<file path="config.mk">
export PLATFORM = sky130hd
export DESIGN_NAME = branch_ctrl
export DESIGN_NICKNAME = d
export VERILOG_FILES = /design/src/rtl/branch_ctrl_pkg.sv /design/src/rtl/branch_ctrl_cond_eval.sv /design/src/rtl/branch_ctrl.sv
export SDC_FILE = /design/constraint.sdc
export NUM_CORES = 1
export LEC_CHECK = 0
export CORE_MARGIN = 10
export CORE_UTILIZATION = 65
export CTS_BUF_LIST = sky130_fd_sc_hd__clkbuf_8
export CTS_CLUSTER_DIAMETER = 30
export DETAILED_ROUTE_END_ITERATION = 8
export DONT_BUFFER_PORTS = 1
export GPL_TIMING_DRIVEN = 0
export PLACE_DENSITY = 0.91
export SLEW_MARGIN = 25
export SYNTH_ARGS = -nofsm -noshare
export SYNTH_HDL_FRONTEND = slang
export SYNTH_SLANG_ARGS = --single-unit
</file>
<file path="constraint.sdc">
create_clock -name clk -period 2.1 [get_ports clk]
set_clock_uncertainty 0.2 [all_clocks]
set_input_delay 0.315 -clock clk [delete_from_list [all_inputs] [get_ports clk]]
set_output_delay 0.315 -clock clk [all_outputs]
set_load 0.005 [all_outputs]
</file>
<file path="src/rtl/branch_ctrl_pkg.sv">
// Shared definitions for the conditional branch controller: condition codes,
// FSM state encoding and the bit positions of the Z/V/N flags.
package branch_ctrl_pkg;

  localparam logic [2:0] COND_EQ     = 3'b000;
  localparam logic [2:0] COND_LT     = 3'b001;
  localparam logic [2:0] COND_GT     = 3'b010;
  localparam logic [2:0] COND_OV     = 3'b011;
  localparam logic [2:0] COND_NE     = 3'b100;
  localparam logic [2:0] COND_GE     = 3'b101;
  localparam logic [2:0] COND_LE     = 3'b110;
  localparam logic [2:0] COND_ALWAYS = 3'b111;

  localparam int FLAG_N = 0;
  localparam int FLAG_V = 1;
  localparam int FLAG_Z = 2;

  typedef enum logic [1:0] {
    ST_IDLE    = 2'd0,
    ST_WAIT    = 2'd1,
    ST_RESOLVE = 2'd2
  } state_t;

endpackage

</file>
<file path="src/rtl/branch_ctrl_cond_eval.sv">
// Pure combinational condition evaluator; shared with the jump/predicate logic.
module cond_eval
  import branch_ctrl_pkg::*;
(
  input  logic [2:0] cond,
  input  logic [2:0] zvn,
  output logic       taken
);

  logic fz, fv, fn;

  assign fz = zvn[FLAG_Z];
  assign fv = zvn[FLAG_V];
  assign fn = zvn[FLAG_N];

  // Decode the 3-bit condition against the supplied flag vector.
  always_comb begin
    taken = 1'b0;
    case (cond)
      COND_EQ:     taken = fz;
      COND_LT:     taken = fn & ~fv;
      COND_GT:     taken = ~fz & ~fv & ~fn;
      COND_OV:     taken = fv;
      COND_NE:     taken = ~fz;
      COND_GE:     taken = fv | ~fn;
      COND_LE:     taken = (fn & ~fv) | fz;
      COND_ALWAYS: taken = 1'b1;
      default:     taken = 1'b0;
    endcase
  end

endmodule

</file>
<file path="src/rtl/branch_ctrl.sv">
// Conditional branch controller: holds a decoded branch until all outstanding
// flag writers have retired, evaluates its condition on the registered flags
// and emits a one-cycle redirect/flush when taken. Keeps branch statistics.
module branch_ctrl
  import branch_ctrl_pkg::*;
#(
  parameter int ADDR_W = 16,
  parameter int PEND_W = 2,
  parameter int CNT_W  = 16
) (
  input  logic              clk,
  input  logic              rst,
  input  logic              fs_issue,
  input  logic              flag_wr,
  input  logic              z,
  input  logic              v,
  input  logic              n,
  input  logic              br_valid,
  input  logic [2:0]        br_cond,
  input  logic [ADDR_W-1:0] br_target,
  output logic              br_ready,
  output logic              stall,
  output logic              pend_full,
  output logic              redirect,
  output logic              flush,
  output logic [ADDR_W-1:0] redirect_pc,
  output logic [CNT_W-1:0]  br_cnt,
  output logic [CNT_W-1:0]  tkn_cnt,
  output logic              err
);

  localparam logic [PEND_W-1:0] PEND_MAX = '1;

  state_t            state_reg, state_next;
  logic [2:0]        zvn_reg;
  logic [2:0]        flag_in;
  logic [PEND_W-1:0] pend_reg;
  logic              err_reg;
  logic [ADDR_W-1:0] target_reg;
  logic              taken_reg;
  logic              taken_now;
  logic              clear;
  logic              accept;
  logic [CNT_W-1:0]  br_cnt_reg, tkn_cnt_reg;

  assign flag_in[FLAG_Z] = z;
  assign flag_in[FLAG_V] = v;
  assign flag_in[FLAG_N] = n;

  // Conditions always look at the registered flags, never the live ALU bus.
  cond_eval u_cond_eval (
    .cond  (br_cond),
    .zvn   (zvn_reg),
    .taken (taken_now)
  );

  // Flags are final only when nothing is outstanding and nothing lands now.
  assign clear     = (pend_reg == '0) && !flag_wr;
  assign pend_full = (pend_reg == PEND_MAX);
  assign err       = err_reg;
  assign br_cnt    = br_cnt_reg;
  assign tkn_cnt   = tkn_cnt_reg;

  // Capture the ALU flags whenever they are written.
  always_ff @(posedge clk) begin
    if (rst) begin
      zvn_reg <= '0;
    end else if (flag_wr) begin
      zvn_reg <= flag_in;
    end
  end

  // Outstanding flag-writer count; saturating moves are refused and flagged.
  always_ff @(posedge clk) begin
    if (rst) begin
      pend_reg <= '0;
      err_reg  <= 1'b0;
    end else if (fs_issue && !flag_wr) begin
      if (pend_reg == PEND_MAX) begin
        err_reg <= 1'b1;
      end else begin
        pend_reg <= pend_reg + PEND_W'(1);
      end
    end else if (flag_wr && !fs_issue) begin
      if (pend_reg == '0) begin
        err_reg <= 1'b1;
      end else begin
        pend_reg <= pend_reg - PEND_W'(1);
      end
    end
  end

  // Next-state and handshake/redirect outputs; reset suppresses every pulse.
  always_comb begin
    state_next = state_reg;
    br_ready   = 1'b0;
    stall      = 1'b0;
    redirect   = 1'b0;
    flush      = 1'b0;
    accept     = 1'b0;
    if (rst) begin
      state_next = ST_IDLE;
    end else begin
      case (state_reg)
        ST_IDLE: begin
          if (br_valid) begin
            if (clear) begin
              br_ready   = 1'b1;
              accept     = 1'b1;
              state_next = ST_RESOLVE;
            end else begin
              stall      = 1'b1;
              state_next = ST_WAIT;
            end
          end
        end
        ST_WAIT: begin
          stall = 1'b1;
          if (!br_valid) begin
            state_next = ST_IDLE;
          end else if (clear) begin
            br_ready   = 1'b1;
            accept     = 1'b1;
            state_next = ST_RESOLVE;
          end
        end
        ST_RESOLVE: begin
          stall      = 1'b1;
          redirect   = taken_reg;
          flush      = taken_reg;
          state_next = ST_IDLE;
        end
        default: state_next = ST_IDLE;
      endcase
    end
  end

  assign redirect_pc = redirect ? target_reg : '0;

  // State register.
  always_ff @(posedge clk) begin
    if (rst) begin
      state_reg <= ST_IDLE;
    end else begin
      state_reg <= state_next;
    end
  end

  // Latch the accepted branch's target and its already-decided outcome.
  always_ff @(posedge clk) begin
    if (rst) begin
      target_reg <= '0;
      taken_reg  <= 1'b0;
    end else if (accept) begin
      target_reg <= br_target;
      taken_reg  <= taken_now;
    end
  end

  // Statistics: every resolved branch, and the taken subset; both wrap.
  always_ff @(posedge clk) begin
    if (rst) begin
      br_cnt_reg  <= '0;
      tkn_cnt_reg <= '0;
    end else if (state_reg == ST_RESOLVE) begin
      br_cnt_reg <= br_cnt_reg + CNT_W'(1);
      if (taken_reg) begin
        tkn_cnt_reg <= tkn_cnt_reg + CNT_W'(1);
      end
    end
  end

endmodule

</file>
======== After elaboration in Yosys (flattened, before gate mapping) ========
Cells that the tools add are included.
storage, ports and cells
  memories kept ........................... 0
  latch bits .............................. 0
  output and inout bits ................... 54
  ROM bits ................................ 0
  register bits after elaboration ......... 57
  RAM bits ................................ 0
  logic and storage cells ................. 76
  input bits .............................. 27
operators by class
  equality and inequality tests ........... 15
  reduce and logical (&&, ||, !) cells .... 16
  shift-type cells ........................ 0
  $add $sub $neg .......................... 4
  multipliers ............................. 0
  bitwise logic cells ..................... 8
  magnitude comparators ................... 0
  div/mod/pow operators ................... 0
  multiplexer cells ....................... 25
operators by type and width
  kind                     count
  $add A16 B1 Y16 const B  2
  $mux W16                 1
  $mux W2                  8
  $mux W1                  13
  $eq A3 B3 Y1 const B     4
  $pmux W1 S8              1
  $eq A3 B2 Y1 const B     2
  $ne A2 B2 Y1 const B     3
  $reduce_and A3 Y1        2
  $eq A2 B2 Y1 const B     2
  $logic_not A2 Y1         2
  $pmux W2 S2              1
  $reduce_and A2 Y1        2
  $reduce_bool A2 Y1       2
  $reduce_or A2 Y1         2
  $and A1 B1 Y1            3
  $eq A3 B1 Y1 const B     1
  $logic_and A1 B1 Y1      3
  $logic_not A3 Y1         1
  $ne A3 B3 Y1 const B     1
  $not A1 Y1               3
  $add A2 B1 Y2 const B    1
  $eq A2 B1 Y1 const B     1
  $logic_not A1 Y1         2
  4 further kinds          5

======== Logic depth before layout (Yosys ltp) ========
  depth after elaboration ................. 6
  depth in mapped cells ................... 8
  gate-level depth less buffers ........... 6

======== Hierarchy ========
Synthesis repeated with hierarchy kept, for this count alone.
second synthesis, totals
  cells, all modules ...................... 323
  area, all modules ....................... 2677.6 um^2
by module, submodules not included
  module       area each (um^2)  instances  seq. area each (um^2)  cells an instance
  branch_ctrl  2591.2            1          1141.1                 311
  cond_eval    86.3              1          0.0                    12

======== Worst setup path after synthesis ========
No wires, ideal clock.
  path type ............................... register -> output
  from .................................... register state_reg[0]
  to ...................................... output port redirect_pc[10]
  setup slack ............................. 0.078 ns
  arrival ................................. 1.507 ns
  cell stages (with the launch flop) ...... 8
  data required time ...................... 1.585 ns
  buffers on the path ..................... 2
  cell sequence ........................... dfxtp_1 inv_1 ha_1 buf_2 nand2_1 nor2_1 clkbuf_1 and2_1
between the ends
  cells in the longest elaborated chain, start to end .. 4
ends and longest elaborated chain
  what                    RTL line            text
  from (decl)             branch_ctrl.sv:34   state_t state_reg, state_next;
  from (signal assigned)  branch_ctrl.sv:145  state_reg <= state_next;
  $eq A2 B2 Y1            --
  $mux W1 (2 in a row)    --
  net flush               branch_ctrl.sv:25   output logic flush,
  $mux W16                branch_ctrl.sv:138  assign redirect_pc = redirect ? target_reg : '0;
  to (decl)               branch_ctrl.sv:26   output logic [ADDR_W-1:0] redirect_pc,
The timed path passes the listed nets, and every way through them passes these cells.

======== Worst setup path in the final report ========
  from .................................... register state_reg[0]
  to ...................................... output port redirect_pc[7]
between the ends
  cells in the longest elaborated chain, start to end .. 4
ends and longest elaborated chain
  what          RTL line            text
  $eq A2 B2 Y1  branch_ctrl.sv:104  case (state_reg)
  $mux W1       branch_ctrl.sv:104
  $mux W1       branch_ctrl.sv:101  if (rst) begin
  $mux W16      branch_ctrl.sv:138
Every way passes these cells.

==> out/metrics.yaml <==
outcome:
  status: "finished, final reports clean"
clock_network:
  cts_tree: "yes"
  cts_sinks: 57
  clk_pin_slew_ns: 0.06
  clock_path_buffers: 2
  worstSkewPairLatency_ns: 0.34
  root_buffer: "clkbuf_8"
  cts_max_level: 3
  cts_buffers: 9
floorplan:
  die_area_sq_um: 7190
  start_util: 0.6773
  ios: 81
  core-area_sq_um: 4029
  die_h_um: 84.80
  rows: 23
  die_x_um: 84.80
final_layout:
  final_core_util: 0.8475
  fill_cells: 220
  drive_above_1_share: 0.2044
  nets: 396
  synthToLayoutAreaGrowth_pct: 25.13
  final_cells: 418
pwr:
  clkPwrFrac: 0.437
  p_int_mw: 1.858
  powerDensity_nw_per_um2: 712.7
  peakVddDrop_uv: 801.2
  p_seq_frac: 0.469
  p_sw_uw: 575.0
  switching_share: 0.2363
  p_comb_frac: 0.094
  p_leak_nw: 1.282
drt:
  ant_nets: 0
  wl_per_cell_um: 17.72
  avgViaCountPerCell: 5.825
  highest_layer: "met4"
  dr.pass1.iters: 5
  wl_met3_um: 605
  wl_met2_um: 3836
  drc: 0
  dr.first_iter.drc_count: 111
  vias: 2435
  m1WireLength_um: 2641
  drt-total-wl_um: 7409
grt:
  antenna_found_initial: 1
  track_usage: 0.2023
  overflow: 0
  grt_max_degree: 12
  grt_pass1_wl_um: 11870
  grt_pass1_vias: 2413
timing:
  setup_viol: 0
  timing.fmax_mhz: 480.7
  slew_viol_final: 0
  worst_slew_pin_slew_ns: 0.5797
  max_slew_margin: 0.6136
  rsz0062_at_grt: "true"
  period_needed_ns: 2.080
  hold_ws_ns: 0.05344
  fin_tns_setup_ns: 0
  min_period_over_period: 0.9905
  finalHoldViolCount: 0
  final.setup.worst_slack_ns: 0.01987
synth:
  synthSimpleGateAreaFrac: 0.2980
  synth_edf_count: 0
  ys_types: 44
  ys_ff_latch: 57
  synthXorXnorAreaFrac: 0.06740
  post-synth-top-area-cell: "dfxtp_1"
  ys_seq_area_frac: 0.4182
  syn_nets: 355
  ys.flop_type: "dfxtp_1"
  synth.avg_cell_area_sq_um: 8.501
  yosysWarnings: 0
  async_flop_share: 0
  synth_top_area_share: 0.4182
  synthMuxAreaShare: 0.03897
  synth_area_sq_um: 2729
  synthCells: 321
  synth_area_leaders: "dfxtp_1, nor2_1, nand2_1"
  synth_compound_area_frac: 0.09354
  synth_top_family_by_area: "simple AND/OR/NAND/NOR gates"
  synth_adder_area_share: 0.03210
placement:
  dp_hpwl_um: 4656
  io_buffers: 0
  dpl.cell_count: 371
  routabilityCongestion: 0.7977
  pre_cts_ws_ns: -0.3953
setup_path:
  cp_data_arrival_time_ns: 1.57
  crit_path_start_kind: "flop"
  worstSetupPathType: "reg2out"
  end_kind: "output port"
  cp_max_fo: 4
  cp.required_ns: 1.58
worst_hold_path:
  hold_path_class: "in2reg"
job:
  max_cap_violations: 0
[power groups by stage]
stage          Combinational (mW)  Sequential [mW]  Clock (mW)
3_5_place_dp                0.161             1.16           0
5_1_grt                     0.251             1.14        1.12
2_1_floorplan               0.133             1.15           0
4_1_cts                     0.215             1.14        1.06
3_3_place_gp                0.156             1.16           0
6_report                    0.229             1.14        1.06
[cell families after synthesis]
logic type | after synthesis
flops | 57
buf+inv | 23
fa+ha+maj | 7
compound gates | 45
xor+xnor | 21
simple gates | 158
mux | 10
[cells in the mapped netlist, drive strengths merged (8+ instances only)]
cell	number
nor2	41
dfxtp	57
nand2	41
and2	19
nor3	8
a21oi	28
inv	9
nand3	15
buf	8
o21ai	11
xnor2	14
[repair_timing]
item / CTS / global route
resized for setup: 33 / 13
hold buffers: 21 / 0
cloned: 1 / 0
pin swaps: 4 / 5
endpoints found under the setup margin: 20 / 24
hold endpoints to repair: 21 / 0
setup buffers: 5 / 4
[path summary, 6_finish.rpt]
check / slack, ns / depth (start not counted) / end / from
max: 0.02 / 7 / redirect_pc[7] / state_reg[0]
min reg2reg: 0.25 / 2 / target_reg[1] / target_reg[1]
min: 0.05 / 3 / zvn_reg[0] / flag_wr
max reg2reg: 0.05 / 8 / br_cnt[5] / state_reg[0]
[worst max-delay path, stage by stage (launching register included)]
cell      delay, ns
dfxtp_4        0.37
inv_4          0.08
ha_4           0.14
buf_6          0.10
nand2_4        0.06
nor2_4         0.17
clkbuf_8       0.17
and2_4         0.15
[routing by layer]
| metal | up-vias | track usage |
|---|---|---|
| li1 | 1159 | - |
| met3 | 28 | 0.07826 |
| met2 | 101 | 0.3569 |
| met1 | 1147 | 0.1922 |
| met5 | - | 0 |
| met4 | 0 | 0.1272 |
[layout make-up]
class	count	area [sq um]	area share
multi-input combinational	241	1554	0.4551
sequential	57	1151	0.3371
timing repair buffer	31	295.3	0.08648
clock buffer	12	165.2	0.04837
buffer	13	105.1	0.03078
tap	50	62.56	0.01832
clock inverter	4	42.54	0.01246
inverter	9	36.28	0.01063
antenna	1	2.502	0.0007329
[cells in the final DEF (no fill, tap or decap), drive strengths merged, types with 14 or more instances in the layout]
cell type	n
xnor2	14
nand2	41
dfxtp	57
dlygate4sd3	21
nor2	41
buf	17
clkbuf	18
nand3	15
and2	19
a21oi	28
[per-stage QoR]
stage / area, sq um / total power, mW
3_5_place_dp: 2791 / 1.321
6_report: 3415 / 2.433
5_1_grt: 3415 / 2.515
2_1_floorplan: 2729 / 1.285
4_1_cts: 3346 / 2.414
3_3_place_gp: 2791 / 1.313
Power figures use the tool's default switching activity.
